## config.mk

```make
export PLATFORM = sky130hd
export DESIGN_NAME = delay_sequencer_flat
export DESIGN_NICKNAME = d
export VERILOG_FILES = /design/src/rtl/delay_sequencer_if.sv /design/src/rtl/delay_sequencer.sv /design/src/flat_wrapper.sv
export SDC_FILE = /design/constraint.sdc
export NUM_CORES = 1
export LEC_CHECK = 0
export CAP_MARGIN = 20
export CORE_UTILIZATION = 55
export DETAILED_ROUTE_END_ITERATION = 8
export PLACE_DENSITY = 0.75
export SLEW_MARGIN = 20
export SYNTH_ARGS = -nofsm -noshare
export SYNTH_HDL_FRONTEND = slang
export SYNTH_SLANG_ARGS = --single-unit
```

## constraint.sdc

```tcl
create_clock -name clk -period 4.3 [get_ports clk]
set_clock_uncertainty 0.05 [all_clocks]
set_input_delay 0.43 -clock clk [delete_from_list [all_inputs] [get_ports clk]]
set_output_delay 0.43 -clock clk [all_outputs]
set_load 0.02 [all_outputs]
```

## src/rtl/delay_sequencer_if.sv

```systemverilog
// Request/completion handshake bundle between a delay requester and delay_sequencer.
// The master side issues tagged delay requests and consumes completions.
interface delay_sequencer_if #(
  parameter int DLY_W = 16,
  parameter int TAG_W = 4
);
  logic             req_valid;
  logic             req_ready;
  logic [DLY_W-1:0] req_delay;
  logic [TAG_W-1:0] req_tag;
  logic             cmp_valid;
  logic             cmp_ready;
  logic [TAG_W-1:0] cmp_tag;
  logic [1:0]       cmp_err;

  modport master (
    output req_valid, req_delay, req_tag, cmp_ready,
    input  req_ready, cmp_valid, cmp_tag, cmp_err
  );

  modport slave (
    input  req_valid, req_delay, req_tag, cmp_ready,
    output req_ready, cmp_valid, cmp_tag, cmp_err
  );
endinterface

```

## src/rtl/delay_sequencer.sv

```systemverilog
// Queues tagged delay requests, loads the carry-save delay counter and checks its
// done flag against a shadow count, reporting one tagged status per request.
module delay_sequencer #(
  parameter int WIDTH = 5,
  parameter int DEPTH = 4,
  parameter int DLY_W = 16,
  parameter int TAG_W = 4
) (
  input  logic             clk,
  input  logic             rst_n,
  delay_sequencer_if.slave bus,
  output logic             ld,
  output logic [WIDTH-1:0] nb,
  input  logic             dn
);
  localparam int AW = $clog2(DEPTH);
  localparam int unsigned MIN_D = WIDTH;
  localparam int unsigned MAX_D = WIDTH - 1 + (1 << (WIDTH - 1));
  localparam logic [WIDTH-1:0] NB_BASE = WIDTH'(WIDTH - 1);

  typedef enum logic [1:0] {IDLE, LOAD, WAIT, REPORT} state_t;

  state_t           state;
  logic [DLY_W-1:0] mem_delay [DEPTH];
  logic [TAG_W-1:0] mem_tag   [DEPTH];
  logic [AW-1:0]    wr_ptr;
  logic [AW-1:0]    rd_ptr;
  logic [AW:0]      count;
  logic             alive;
  logic             full;
  logic             empty;
  logic             enq;
  logic             deq;
  logic [DLY_W-1:0] head_delay;
  logic [TAG_W-1:0] head_tag;
  logic             head_in_range;
  logic [DLY_W-1:0] d_lat;
  logic [DLY_W-1:0] d_last;
  logic [DLY_W-1:0] shadow;

  assign full          = (count == (AW+1)'(DEPTH));
  assign empty         = (count == '0);
  assign bus.req_ready = alive & ~full;
  assign enq           = bus.req_valid & bus.req_ready;
  assign deq           = (state == IDLE) & ~empty;
  assign head_delay    = mem_delay[rd_ptr];
  assign head_tag      = mem_tag[rd_ptr];
  assign head_in_range = (32'(head_delay) >= MIN_D) && (32'(head_delay) <= MAX_D);
  assign d_last        = d_lat - DLY_W'(1);

  always_ff @(posedge clk) begin
    if (enq) begin
      mem_delay[wr_ptr] <= bus.req_delay;
      mem_tag[wr_ptr]   <= bus.req_tag;
    end
  end

  // alive keeps req_ready low until the first edge after reset release
  always_ff @(posedge clk or negedge rst_n) begin
    if (!rst_n) begin
      alive  <= 1'b0;
      wr_ptr <= '0;
      rd_ptr <= '0;
      count  <= '0;
    end else begin
      alive <= 1'b1;
      if (enq) wr_ptr <= wr_ptr + 1'b1;
      if (deq) rd_ptr <= rd_ptr + 1'b1;
      if (enq && !deq)      count <= count + 1'b1;
      else if (!enq && deq) count <= count - 1'b1;
    end
  end

  always_ff @(posedge clk or negedge rst_n) begin
    if (!rst_n) begin
      state         <= IDLE;
      ld            <= 1'b0;
      nb            <= '0;
      d_lat         <= '0;
      shadow        <= '0;
      bus.cmp_valid <= 1'b0;
      bus.cmp_tag   <= '0;
      bus.cmp_err   <= '0;
    end else begin
      case (state)
        IDLE: begin
          if (!empty) begin
            d_lat       <= head_delay;
            bus.cmp_tag <= head_tag;
            if (head_in_range) begin
              // load value is (WIDTH-1-D) mod 2^WIDTH, so only the low delay bits matter
              nb    <= NB_BASE - head_delay[WIDTH-1:0];
              ld    <= 1'b1;
              state <= LOAD;
            end else begin
              bus.cmp_err   <= 2'd3;
              bus.cmp_valid <= 1'b1;
              state         <= REPORT;
            end
          end
        end
        LOAD: begin
          ld     <= 1'b0;
          shadow <= '0;
          state  <= WAIT;
        end
        WAIT: begin
          shadow <= shadow + DLY_W'(1);
          if (dn && (shadow < d_last)) begin
            bus.cmp_err   <= 2'd1;
            bus.cmp_valid <= 1'b1;
            state         <= REPORT;
          end else if (shadow == d_last) begin
            bus.cmp_err   <= dn ? 2'd0 : 2'd2;
            bus.cmp_valid <= 1'b1;
            state         <= REPORT;
          end
        end
        REPORT: begin
          if (bus.cmp_ready) begin
            bus.cmp_valid <= 1'b0;
            state         <= IDLE;
          end
        end
      endcase
    end
  end
endmodule

```

## src/flat_wrapper.sv

```systemverilog
// flat-port wrapper written by rule: the top's interface ports become plain ports
module delay_sequencer_flat 
#(
  parameter int WIDTH = 5,
  parameter int DEPTH = 4,
  parameter int DLY_W = 16,
  parameter int TAG_W = 4
)
  (clk, rst_n, ld, nb, dn, bus_req_valid, bus_req_delay, bus_req_tag, bus_cmp_ready, bus_req_ready, bus_cmp_valid, bus_cmp_tag, bus_cmp_err);
  delay_sequencer_if #(.DLY_W(DLY_W), .TAG_W(TAG_W)) bus_i ();
  input  logic clk;
  input  logic rst_n;
  output logic ld;
  output logic [WIDTH-1:0] nb;
  input  logic dn;
  input wire logic [$bits(bus_i.req_valid)-1:0] bus_req_valid;
  input wire logic [$bits(bus_i.req_delay)-1:0] bus_req_delay;
  input wire logic [$bits(bus_i.req_tag)-1:0] bus_req_tag;
  input wire logic [$bits(bus_i.cmp_ready)-1:0] bus_cmp_ready;
  output wire logic [$bits(bus_i.req_ready)-1:0] bus_req_ready;
  output wire logic [$bits(bus_i.cmp_valid)-1:0] bus_cmp_valid;
  output wire logic [$bits(bus_i.cmp_tag)-1:0] bus_cmp_tag;
  output wire logic [$bits(bus_i.cmp_err)-1:0] bus_cmp_err;
  assign bus_i.req_valid = bus_req_valid;
  assign bus_i.req_delay = bus_req_delay;
  assign bus_i.req_tag = bus_req_tag;
  assign bus_i.cmp_ready = bus_cmp_ready;
  assign bus_req_ready = bus_i.req_ready;
  assign bus_cmp_valid = bus_i.cmp_valid;
  assign bus_cmp_tag = bus_i.cmp_tag;
  assign bus_cmp_err = bus_i.cmp_err;
  delay_sequencer #(.WIDTH(WIDTH), .DEPTH(DEPTH), .DLY_W(DLY_W), .TAG_W(TAG_W)) u_core (.clk(clk), .rst_n(rst_n), .bus(bus_i), .ld(ld), .nb(nb), .dn(dn));
endmodule
```

==> impl_metrics.env <==
export IMPL_grt_total_usage_pct=22.10
export IMPL_dp_hpwl_um=7321
export IMPL_maxCapViolations=0
export IMPL_required_ns=4.66
export IMPL_cp_arrival_ns=4.33
export IMPL_grt_pass1_wl_um=18740
export IMPL_vias=3502
export IMPL_synth_fa_ha_area_share_pct=6.209
export IMPL_hold_slack_ns=0.4575
export IMPL_syn_inst=415
export IMPL_synth_xor_area_share_pct=4.403
export IMPL_start_kind="register"
export IMPL_drt_iter0_markers=149
export IMPL_die_h_um=107.9
export IMPL_mostFrequentLayoutCells="80 x edfxtp_1, 55 x dfrtp_1, 37 x clkdlybuf4s50_1"
export IMPL_numCtsBuffers=17
export IMPL_synth_cell_type_count=48
export IMPL_syn_area_um2=6166
export IMPL_setup_tns_ns=0
export IMPL_placementRows=38
export IMPL_ys_seq_area_share_pct=61.28
export IMPL_slew_viol_final=0
export IMPL_h_tree_depth=4
export IMPL_synth_top_family_by_area="multiplexers"
export IMPL_die_area_um2=11640
export IMPL_ys_seq_elements=135
export IMPL_grt_pass1_vias=3823
export IMPL_finalNetCount=526
export IMPL_p_leak_nw=2.849
export IMPL_insertion_delay_ns=0.52
export IMPL_cts_sinks=135
export IMPL_grt_max_degree=56
export IMPL_critPathMaxFanout=4
export IMPL_slew_headroom_pct=28.25
export IMPL_synth_compound_area_share_pct=4.180
export IMPL_yosysTopAreaCell="edfxtp_1"
export IMPL_setup_viol_count_final=0
export IMPL_synth_edf_count=80
export IMPL_io_buffers=38
export IMPL_drc=0
export IMPL_grt_overflow_total=0
export IMPL_drt_total_wl_um=11180
export IMPL_ir_drop_mv=0.4763
export IMPL_critPathCaptureType="register"
export IMPL_yosys_area_share_simple_pct=8.807
export IMPL_fmax_mhz=252.1
export IMPL_synthTopCellsByArea="edfxtp_1 39%, dfrtp_1 22%, mux4_1 8.1%"
export IMPL_layout_drive_gt1_share_pct=14.46
export IMPL_synth_fp_nets=470
export IMPL_fin_crit_sh_pct=92.24
export IMPL_hold_class="register to register"
export IMPL_die_w_um=107.9
export IMPL_viasPerCell=5.612
export IMPL_place_gp_congestion=0.7446
export IMPL_final_common_cell="edfxtp_1"
export IMPL_drt_pass1_iter_count=4
export IMPL_antenna_found_initial=0
export IMPL_area_growth_pct=19.38
export IMPL_fin_total_pwr_mw=4.936
export IMPL_worst_setup_path_type="register to register"
export IMPL_core_area_um2=10890
export IMPL_clkSlewWorstSetupHoldPaths_ns=0.06
export IMPL_r2r_cells=12
export IMPL_postRouteAntennaNets=0
export IMPL_start_util_pct=56.63
export IMPL_status="finished clean"
export IMPL_grt_setup_unrepaired="no"
export IMPL_antenna_cells=0
export IMPL_min_period_ns=3.966
export IMPL_cts_tree="built"
export IMPL_io_pins=39
export IMPL_ys_async_sr_fraction_pct=40.74
export IMPL_utilization_pct=67.61
export IMPL_min_path_cells=1
export IMPL_worstMarginPinSlew_ns=1.076
export IMPL_synth_top_area_share_pct=38.96
export IMPL_wl_per_cell_um=17.92
export IMPL_yosys_warnings=0
export IMPL_root_buffer="clkbuf_8"
export IMPL_cts_resized=0
export IMPL_synthMuxAreaShare_pct=13.21
export IMPL_clockBufferDepth=2
export IMPL_final_hold_violation_count=0
export IMPL_syn_area_per_cell_um2=14.86
export IMPL_synth_top_flop_cell="edfxtp_1"
export IMPL_power_density_nw_per_um2=670.6
## final timing paths
kind	startpoint	end	slack, ns
max in group asynchronous	rst_n	u_core.bus.cmp_tag[3]$_DFFE_PN0P_	3.20
max reg2reg	u_core.d_lat[5]$_DFFE_PN0P_	u_core.bus.cmp_valid$_DFFE_PN0P_	0.33
min reg2reg	u_core.nb[3]$_DFFE_PN0P_	u_core.nb[3]$_DFFE_PN0P_	0.46
max	u_core.d_lat[5]$_DFFE_PN0P_	u_core.bus.cmp_valid$_DFFE_PN0P_	0.33
min	u_core.nb[3]$_DFFE_PN0P_	u_core.nb[3]$_DFFE_PN0P_	0.46
min in group asynchronous	rst_n	u_core.count[0]$_DFFE_PN0P_	0.52
## worst max-delay path, cell delays in order (launching register included)
cell and delay (ns):
dfrtp_1 0.40, nor4_1 0.38, nand2_1 0.15, or4_1 0.55, nor3_1 0.24, xnor2_1 0.09, ha_1 0.31, nand4_1 0.16
or4_1 0.57, a21o_1 0.18, a31oi_1 0.31, and4b_4 0.27, o211a_1 0.20
## routing by layer
layer  track usage, %  routed length [um]  vias up
met3            6.719                 436       13
met4            8.317                 162        0
li1                 -                   -     1678
met2            37.45                5655       58
met5                0                   0        -
met1            26.50                4928     1753
## registers in the layout, summed over array words and instances, names as in the netlist
name,flops
u_core.mem_tag,16
u_core.d_lat,16
u_core.bus.cmp_valid,1
u_core.mem_delay,64
u_core.nb,5
u_core.bus.cmp_err,2
u_core.alive,1
u_core.bus.cmp_tag,4
u_core.shadow,16
u_core.ld,1
u_core.wr_ptr,2
u_core.state,2
u_core.count,3
u_core.rd_ptr,2
## through the flow
stage | std cells | instance area, um2 | worst slack [ns]
3_5_place_dp | 591 | 6715 | 0.2991
5_1_grt | 624 | 7361 | 0.01586
2_1_floorplan | 415 | 6166 | 0.7074
4_1_cts | 624 | 7361 | 0.3246
6_report | 624 | 7361 | 0.3336
3_3_place_gp | 591 | 6715 | 0.4263
## Yosys cell counts, types with 3 or more instances
cell,n
nand2_1,23
nand4_1,6
mux4_1,19
nand2b_1,4
xnor2_1,18
nor2b_1,5
nor3_1,6
dfrtp_1,55
clkbuf_1,3
mux2_2,26
and3_1,7
xor2_1,13
edfxtp_1,80
a21oi_1,13
o21ai_0,16
nor2_1,23
or3_1,6
ha_1,29
nand3_1,6
inv_1,18
or4_1,4
## logic make-up after synthesis
family,after synthesis
buffers and inverters,26
XOR/XNOR,31
AO/OA/AOI/OAI,43
multiplexers,46
adder cells (fa/ha/maj),30
flip-flops,135
other,1
AND/OR/NAND/NOR,103
## report_power, final
group / internal (mW) / switching (mW)
Clock: 1.01 / 0.551
Combinational: 0.756 / 0.748
Sequential: 1.64 / 0.238
## area by class of cell
cell class,count,area (um2)
clock buffers,18,417.9
clock inverters,14,217.7
fillers,764,3527
inverters,18,67.56
multi-input cells,254,2273
flip-flops and latches,135,3779
well taps,140,175.2
repair buffers,45,430.4
## timing repair
action | in CTS | in global routing
hold buffers | 1 | 0
setup endpoints to repair | 0 | 0
buffers inserted | 0 | 0
endpoints found under the hold margin | 8 | 0
(Power assumes the default switching activity.)
